## src/rtl/vt57_video_dma.sv

```systemverilog
// ----------------------------------------------------------------------------
// vt57_video_dma
//
// Memory-port arbiter / row DMA for the Radio-86RK video path. It shares one
// synchronous memory port between the CPU and the vg75 row refresh. On a row
// request it bursts ROW_LEN consecutive screen bytes into the vg75 row buffer.
// Between bursts it serves single CPU read/write cycles. Row DMA has priority,
// but a CPU cycle that has already started always runs to completion.
//
// Ports
//   clock, reset_n          system clock (25 MHz), async active-low reset
//   base_addr, frame_start  screen base, latched on the frame pulse
//   row_req                 one-cycle request for the next text row
//   row_busy, underrun      row pending/active; sticky "request while busy"
//   cpu_req/we/addr/wdata   CPU access request, held until cpu_ready
//   cpu_rdata, cpu_ready    read data and one-cycle completion pulse
//   mem_addr/we/wdata       memory port command
//   mem_rdata               memory read data, one cycle after the address
//   buf_we/addr/data        vg75 row-buffer write port
// ----------------------------------------------------------------------------
module vt57_video_dma #(
  parameter int ROW_LEN = 78,  // bytes per row, 1..127
  parameter int ADDR_W  = 16
) (
  input  logic              clock,
  input  logic              reset_n,
  input  logic [ADDR_W-1:0] base_addr,
  input  logic              frame_start,
  input  logic              row_req,
  output logic              row_busy,
  output logic              underrun,
  input  logic              cpu_req,
  input  logic              cpu_we,
  input  logic [ADDR_W-1:0] cpu_addr,
  input  logic [7:0]        cpu_wdata,
  output logic [7:0]        cpu_rdata,
  output logic              cpu_ready,
  output logic [ADDR_W-1:0] mem_addr,
  output logic              mem_we,
  output logic [7:0]        mem_wdata,
  input  logic [7:0]        mem_rdata,
  output logic              buf_we,
  output logic [6:0]        buf_addr,
  output logic [7:0]        buf_data
);

  typedef enum logic [2:0] {
    ST_IDLE,
    ST_CPU_A,
    ST_CPU_D,
    ST_DMA,
    ST_DMA_LAST
  } state_t;

  localparam logic [6:0]        LAST_IDX = 7'(ROW_LEN - 1);
  localparam logic [ADDR_W-1:0] ROW_STEP = ADDR_W'(ROW_LEN);

  state_t            state_q, state_d;
  logic [ADDR_W-1:0] ptr_q, ptr_d;        // address of the next row
  logic [ADDR_W-1:0] base_q, base_d;      // base latched on frame_start
  logic [6:0]        idx_q, idx_d;        // byte index inside the burst
  logic              pending_q, pending_d;
  logic              reload_q, reload_d;  // frame reload deferred to burst end
  logic              underrun_q, underrun_d;
  logic              we_q, we_d;          // direction of the CPU cycle in flight
  logic [7:0]        rdata_q, rdata_d;
  logic              buf_we_q, buf_we_d;
  logic [6:0]        buf_addr_q, buf_addr_d;

  logic in_dma;
  logic row_accept;

  assign in_dma     = (state_q == ST_DMA) || (state_q == ST_DMA_LAST);
  assign row_busy   = pending_q || in_dma;
  assign row_accept = row_req && !row_busy;

  assign underrun  = underrun_q;
  assign cpu_ready = (state_q == ST_CPU_D);
  // Read data is forwarded in the completion cycle so it is valid alongside
  // cpu_ready, and held afterwards (writes leave it unchanged).
  assign cpu_rdata = (state_q == ST_CPU_D && !we_q) ? mem_rdata : rdata_q;
  // The buffer write lags its read by one cycle, matching memory latency.
  assign buf_we    = buf_we_q;
  assign buf_addr  = buf_addr_q;
  assign buf_data  = buf_we_q ? mem_rdata : 8'h00;

  always_comb begin
    // NOTE: every signal assigned here gets a default first, so no path can
    // leave a value implicitly held (which would infer a latch).
    state_d    = state_q;
    ptr_d      = ptr_q;
    base_d     = base_q;
    idx_d      = idx_q;
    pending_d  = pending_q;
    reload_d   = reload_q;
    underrun_d = underrun_q;
    we_d       = we_q;
    rdata_d    = rdata_q;
    buf_we_d   = 1'b0;
    buf_addr_d = buf_addr_q;
    mem_addr   = '0;
    mem_we     = 1'b0;
    mem_wdata  = 8'h00;

    // A new frame base must not disturb a burst already fetching; in that
    // case the pointer reload waits for the end of the burst.
    if (frame_start) begin
      base_d     = base_addr;
      underrun_d = 1'b0;
      if (in_dma) reload_d = 1'b1;
      else        ptr_d    = base_addr;
    end

    if (row_req) begin
      if (row_busy) underrun_d = 1'b1;
      else          pending_d  = 1'b1;
    end

    case (state_q)
      ST_IDLE: begin
        // A row request arriving this cycle blocks a CPU start, so the DMA
        // wins even when both requests show up together.
        if (pending_q) begin
          state_d = ST_DMA;
          idx_d   = 7'd0;
        end else if (!row_accept && cpu_req) begin
          state_d = ST_CPU_A;
        end
      end

      ST_CPU_A: begin
        mem_addr  = cpu_addr;
        mem_we    = cpu_we;
        mem_wdata = cpu_wdata;
        we_d      = cpu_we;
        state_d   = ST_CPU_D;
      end

      ST_CPU_D: begin
        if (!we_q) rdata_d = mem_rdata;
        state_d = ST_IDLE;
      end

      ST_DMA: begin
        mem_addr   = ptr_q + ADDR_W'(idx_q);  // wraps modulo 2^ADDR_W
        buf_we_d   = 1'b1;
        buf_addr_d = idx_q;
        if (idx_q == LAST_IDX) state_d = ST_DMA_LAST;
        else                   idx_d   = idx_q + 7'd1;
      end

      ST_DMA_LAST: begin
        pending_d = 1'b0;
        state_d   = ST_IDLE;
        if (frame_start) begin
          ptr_d    = base_addr;
          reload_d = 1'b0;
        end else if (reload_q) begin
          ptr_d    = base_q;
          reload_d = 1'b0;
        end else begin
          ptr_d = ptr_q + ROW_STEP;
        end
      end

      default: state_d = ST_IDLE;
    endcase
  end

  // NOTE: state registers use non-blocking assignments so every flop samples
  // the pre-edge values regardless of statement order.
  always_ff @(posedge clock or negedge reset_n) begin
    if (!reset_n) begin
      state_q    <= ST_IDLE;
      ptr_q      <= '0;
      base_q     <= '0;
      idx_q      <= 7'd0;
      pending_q  <= 1'b0;
      reload_q   <= 1'b0;
      underrun_q <= 1'b0;
      we_q       <= 1'b0;
      rdata_q    <= 8'h00;
      buf_we_q   <= 1'b0;
      buf_addr_q <= 7'd0;
    end else begin
      state_q    <= state_d;
      ptr_q      <= ptr_d;
      base_q     <= base_d;
      idx_q      <= idx_d;
      pending_q  <= pending_d;
      reload_q   <= reload_d;
      underrun_q <= underrun_d;
      we_q       <= we_d;
      rdata_q    <= rdata_d;
      buf_we_q   <= buf_we_d;
      buf_addr_q <= buf_addr_d;
    end
  end

endmodule
```

## config.mk

```make
export PLATFORM = sky130hd
export DESIGN_NAME = vt57_video_dma
export DESIGN_NICKNAME = d
export VERILOG_FILES = /design/src/rtl/vt57_video_dma.sv
export SDC_FILE = /design/constraint.sdc
export NUM_CORES = 1
export LEC_CHECK = 0
export CORE_UTILIZATION = 50
export CTS_BUF_LIST = sky130_fd_sc_hd__clkbuf_2 sky130_fd_sc_hd__clkbuf_4 sky130_fd_sc_hd__clkbuf_8
export DETAILED_ROUTE_END_ITERATION = 7
export PLACE_DENSITY = 0.81
export SYNTH_ARGS = -nofsm -noshare
export SYNTH_HDL_FRONTEND = slang
export SYNTH_SLANG_ARGS = --single-unit
```

## constraint.sdc

```tcl
create_clock -name clock -period 3.19 [get_ports clock]
set_input_delay 0.638 -clock clock [delete_from_list [all_inputs] [get_ports clock]]
set_output_delay 0.638 -clock clock [all_outputs]
set_load 0.03 [all_outputs]
```

==> run summary, run 1 <==
Status = finished, final reports clean
EDFF count, synth = 0
All-Layer GR Usage = 25.4%
DRT Pass-1 Iters = 5
Syn avg cell area = 9.43 µm²
Final Hold Fails = 0
Sequential fraction of the synthesis area = 41.4%
Remaining antenna violation count = 0
Post-CTS Hold Fix Bufs = 0
FFs w/ async S/R, synth = 100%
Global-route wire length before repair = 14.8 mm
Final setup vio count = 0
DP HPWL = 7.12 mm
Max cap viols = 0
Post-synth top area share = 41.4%
Yosys reg bits = 62
Pwr Density = 880 nW/µm²
Residual DRC = 0
Pleak = 0.00221 µW
Die X = 88.5 µm
Via density = 5.56
Iteration-0 DRC Markers = 262
Die area = 7840 µm²
Post-synth top area cell = dfrtp_1
Pin count of the biggest net entering global routing = 43
Final Cell Area = 5150 µm²
Synth warn = 0
Final clock skew = 0.00553 ns
Type of origin of the critical path = register
Worst skew pair latency = 0.35 ns
Mapped Area = 3740 µm²
Via count = 3405
IO buf count = 105
Starting density of the core = 51.6%
Fillers = 545
Worst slew pin tran = 0.777 ns
Minimum clock period = 3.08 ns
Cell variety after synth = 60
Worst min-delay path class = in2async
CTS sink count = 62
WP data required = 2.55 ns
Initial antenna violation count = 0
Wire length per cell = 16.3 µm
Grt total ovfl = 0
Layout cell share with drive strength beyond 1 = 20.3%
TritonCTS clock tree = built
Io pins = 106
Achievable frequency = 0.325 GHz
Top FF cell, synth = dfrtp_1
P&R area growth vs syn = 37.4%
Clock Root Buffer = clkbuf_8
Worst EP arrival = 2.44 ns
TNS Setup = 0 ns
DR top layer = met4
Diode count = 0
Min Hold Slack = 0.232 ns
CORE AREA = 7250 µm²
Met3 wire len = 775 µm
Routed WL = 9.96 mm
Cell with the most instances after synthesis = dfrtp_1
Final Max Tran Viols = 0
Worst vdd ir = 0.340 mV
Syn nets = 462
Nets@finish = 573
GPL Wtd Cong = 0.852
Area post-placement = 4820 µm²
CP Class = reg2out
Die Height = 88.5 µm
H-Tree Depth = 3
Fin crit share = 96.5%
Site Rows = 31
Worst setup EP type = output port
Slew margin rel. = 48.2%
Reg clk slew, reported paths = 0.07 ns
Vias in the first global route = 3069
Maximum clock insertion buffer count = 2
Num CTS Buffers = 9
Wl on met1 = 4.29 mm
Top post-synthesis cells by count = dfrtp_1 (62), nand2_1 (51), o21ai_0 (30)
Post-route setup slack = 0.113 ns
Top cells by area, synth = dfrtp_1 (41%), mux2_2 (5.7%), nand2_1 (5.1%)
Met2 routed wirelength = 4.73 mm
Mapped Cells = 397
CP max FO = 6
Setup WS pre-CTS = 0.262 ns
-- placed cells by master (no fill, tap or decap), drive strengths merged, types with 7 or more instances in the layout --
master and instances:
nand2 53, mux2 19, buf 39, a21oi 18, xor2 12, dfrtp 62, o21ai 31, ha 10
nand3 9, xnor2 15, nor3 9, clkdlybuf4s50 79, inv 15, nor2 30, and2 22, clkbuf 12
mux2i 7
-- final timing paths --
path | startpoint | endpoint | slack, ns | cells after the start
min | reset_n | buf_addr[3] | 0.23 | 1
min in group clock | base_q[13] | base_q[13] | 0.48 | 1
max reg2reg | ptr_q[1] | ptr_q[15] | 1.10 | 7
min reg2reg | base_q[13] | base_q[13] | 0.48 | 1
max in group asynchronous | reset_n | idx_q[0] | 2.03 | 2
max | idx_q[0] | mem_addr[10] | 0.11 | 8
-- critical path, stage by stage, from the launching register on --
cell and delay, ns:
dfrtp_2 0.46, ha_4 0.19, fa_2 0.38, a211oi_2 0.25
o211ai_1 0.21, nand2_1 0.18, xor2_2 0.19, o21ai_2 0.07
buf_4 0.17
-- where the power goes --
group / total, µW / switching [µW] / internal [µW]
combinational: 2490 / 1400 / 1080
sequential: 1330 / 320 / 1010
clock: 710 / 303 / 408
-- registers in the layout (all words and copies together), names as in the netlist, 3 cells and up --
signal	cells
base_q	16
ptr_q	16
rdata_q	8
buf_addr	7
idx_q	7
state_q	3
-- logic make-up (layout without fill, tap and decap cells) --
kind of cell	Yosys count	in the layout	synth area share (%)
simple gates	144	144	19.8
compound gates	94	94	17.0
flops	62	62	41.4
buf+inv	33	149	3.91
xor+xnor	27	27	6.31
mux	26	26	7.58
fa+ha+maj	11	11	3.88
-- through the flow --
stage	instances	utilization (%)	power, µW
2_1_floorplan	397	-	2830
3_3_place_gp	591	66.5	3610
3_5_place_dp	591	66.5	3660
4_1_cts	607	69.4	4390
5_1_grt	612	71.0	4780
6_report	612	71.0	4530
-- what timing repair did --
action                                  CTS  global route
resized for setup                         2            12
hold endpoints to repair                  0             0
setup buffers                             0             5
pin swaps                                 0             7
endpoints found under the setup margin    2             7
-- per-layer routing --
layer / global-route usage (%) / vias to the layer above
met5: 0 / -
met2: 42.0 / 154
met1: 32.7 / 1619
li1: - / 1617
met4: 10.4 / 0
met3: 5.22 / 15
-- layout make-up --
cell class	instances	area (µm²)	share of cell area (%)
Timing Repair Buffer	118	1080	21.0
Clock inverter	4	45.0	0.875
Tap cell	99	124	2.41
Sequential cell	62	1550	30.2
Clock buffer	12	159	3.09
Inverter	15	56.3	1.09
Multi-Input combinational cell	302	2130	41.4
Power figures use the tool's default switching activity.
==> inputs of run 2 (changes only) <==
--- a/config.mk
+++ b/config.mk
@@ -10,4 +10,5 @@
 export DETAILED_ROUTE_END_ITERATION = 7
 export PLACE_DENSITY = 0.81
+export SETUP_SLACK_MARGIN = 0.5
 export SYNTH_ARGS = -nofsm -noshare
 export SYNTH_HDL_FRONTEND = slang
==> constraint.sdc (replaced) <==
create_clock -name clock -period 3.19 [get_ports clock]
set_input_delay 0.4785 -clock clock [delete_from_list [all_inputs] [get_ports clock]]
set_output_delay 0.4785 -clock clock [all_outputs]
set_load 0.03 [all_outputs]
==> run 2 against run 1 <==
Against the previous run:
- non-clock buffer count up 17
- first-iteration DRC count is 18% higher
- die area stayed put
- sequential share of layout area decreased by 0.71 points
- critical endpoint is now mem_addr[14]
==> run summary, run 2 (synthesized netlist as in run 1, its figures left out) <==
Status = finished, final reports clean
Top delay family on crit path = adder cells
Die X = 88.5 µm (unchanged)
R2R Setup Slk = 1.00 ns (-0.10 ns)
Final std cells w/o fill = 629 (+2.8%)
Layout cell share with drive strength beyond 1 = 23.6% (+3.3 points)
Num CTS Buffers = 9 (unchanged)
Switching share of power = 45.1% (+0.26 points)
Final setup vio count = 0 (unchanged)
Initial antenna violation count = 0 (unchanged)
Iteration-0 DRC Markers = 309 (+18%)
Via count = 3589 (+5.4%)
Post-Place Cells = 592 (+0.17%)
Slew margin rel. = 46.5% (-1.7 points)
TritonCTS clock tree = built
Area of the multi-input gates = 2140 µm² (+0.76%)
Unrepaired setup endpoints after global routing = yes
Remaining antenna violation count = 0 (unchanged)
Maximum clock insertion buffer count = 2 (unchanged)
Final Hold Fails = 0 (unchanged)
Minimum clock period = 2.95 ns (-0.125 ns)
Grt total ovfl = 0 (unchanged)
Reg area = 1570 µm² (+0.89%)
Routed WL = 10.8 mm (+8.3%)
Pleak = 0.00231 µW (+4.6%)
CP max stage cell = dfrtp_1
Nets@finish = 590 (+3.0%)
R2r worst-path depth = 8 (+1)
Pin count of the biggest net entering global routing = 63 (+47%)
GPL Wtd Cong = 0.837 (-1.7%)
Seq pwr share = 27.2% (-2.1 points)
Post-CTS Hold Fix Bufs = 0 (unchanged)
Worst EP arrival = 2.47 ns (+0.03 ns)
CP Class = reg2out
Wire length per cell = 17.1 µm (+5.3%)
DP HPWL = 7.06 mm (-0.82%)
Pwr Density = 884 nW/µm² (+0.48%)
Site Rows = 31 (unchanged)
IO buf count = 105 (unchanged)
Combinational fraction of design power = 58.1% (+3.1 points)
Fillers = 521 (-4.4%)
Crit-path cells = ha_2 > fa_2 > a211oi_2 > o211ai_1 > buf_4 > buf_6 > o211ai_1 > a22oi_1 > nor2_1 > buf_4
Wl on met1 = 4.42 mm (+3.0%)
Commonest non-fill, non-tap cell in the layout = clkdlybuf4s50_1
Worst setup EP type = output port
Final Cell Area = 5320 µm² (+3.3%)
Reg2reg end = ptr_q[15]
Critical path buffer and inverter count = 3 (+2)
CORE AREA = 7250 µm² (unchanged)
Max cap viols = 0 (unchanged)
Switching Power = 2120 µW (+4.4%)
Achievable frequency = 0.339 GHz (+4.2%)
H-Tree Depth = 3 (unchanged)
DR top layer = met4
Worst skew pair latency = 0.36 ns (about the same)
Worst flop-to-flop path startpoint = ptr_q[1]
Io pins = 106 (unchanged)
Commonest cells after routing, fill and taps aside = clkdlybuf4s50_1 (78), nand2_1 (51), dfrtp_1 (50), buf_4 (39), nor2_1 (28)
P_int = 2580 µW (+3.3%)
Clock Root Buffer = clkbuf_8
Largest regs = base_q (16), ptr_q (16), rdata_q (8)
CP max FO = 4 (-2)
Area post-placement = 4870 µm² (+0.99%)
Type of origin of the critical path = register
Via density = 5.71 (+2.6%)
All-Layer GR Usage = 29.5% (+4.1 points)
Residual DRC = 0 (unchanged)
Fin crit share = 92.5% (-3.9 points)
CTS sink count = 62 (unchanged)
Die area = 7840 µm² (unchanged)
Vias in the first global route = 3560 (+16%)
Max stage delay on crit path = 0.41 ns (-0.05 ns)
TNS Setup = 0 ns (unchanged)
Reg clk slew, reported paths = 0.07 ns (about the same)
WP data required = 2.71 ns (+0.16 ns)
P&R area growth vs syn = 42.0%
Met3 wire len = 925 µm (+19%)
Final Max Tran Viols = 0 (unchanged)
Worst slew pin tran = 0.802 ns (+0.0252 ns)
Worst min-delay path class = in2async
DRT Pass-1 Iters = 5 (unchanged)
Diode count = 0 (unchanged)
Worst vdd ir = 0.376 mV (+11%)
Starting density of the core = 51.6% (unchanged)
Global-route wire length before repair = 17.1 mm (+15%)
Clock power frac = 14.7% (-1.0 points)
Die Height = 88.5 µm (unchanged)
Met2 routed wirelength = 5.03 mm (+6.3%)
Final clock skew = 0.00637 ns (+0.000836 ns)
==> run 2: layout make-up <==
type	instances	area share, %
clock buffers	11	2.61
clock inverters	5	0.941
inverters	15	1.08
multi-input cells	302	40.3
flip-flops and latches	62	29.5
well taps	99	2.33
repair buffers	135	23.2
==> run 2: power by group through the flow <==
stage | clock (µW) | sequential (µW) | combinational (µW)
2_1_floorplan | 0 | 1220 | 1620
3_3_place_gp | 0 | 1260 | 2380
3_5_place_dp | 0 | 1280 | 2430
4_1_cts | 694 | 1250 | 2650
5_1_grt | 736 | 1300 | 2940
6_report | 692 | 1280 | 2730
==> run 2: how the worst max path moves through the flow <==
| stage | start | end | slack [ns] | cells after the start |
|---|---|---|---|---|
| finish | ptr_q[0] | mem_addr[14] | 0.24 | 10 |
| global route | ptr_q[0] | mem_addr[14] | 0.16 | 10 |
| CTS | idx_q[0] | mem_addr[14] | 0.28 | 9 |
| detailed placement | ptr_q[0] | mem_addr[8] | 0.15 | 8 |
| global placement | ptr_q[0] | mem_addr[8] | 0.23 | 8 |
| floorplan | ptr_q[4] | mem_addr[13] | 0.52 | 6 |
==> run 2: per-layer routing <==
layer	global-route usage, %	vias to the layer above
li1	-	1658
met3	7.56	38
met1	35.3	1707
met4	16.6	0
met2	48.7	186
met5	0	-
==> run 2: repair_timing <==
item	CTS	global route
endpoints found under the setup margin	33	23
setup buffers	18	3
resized for setup	56	21
pin swaps	17	12
==> run 2: metrics by stage <==
stage	utilization (%)	hold slack, ns	power [µW]	worst slack, ns
after floorplan	-	0.183	2840	0.516
after CTS	72.7	0.321	4600	0.277
after detailed placement	67.1	0.466	3710	0.146
final	73.3	0.289	4700	0.238
after global placement	67.1	0.460	3650	0.229
after global routing	73.3	0.355	4970	0.162
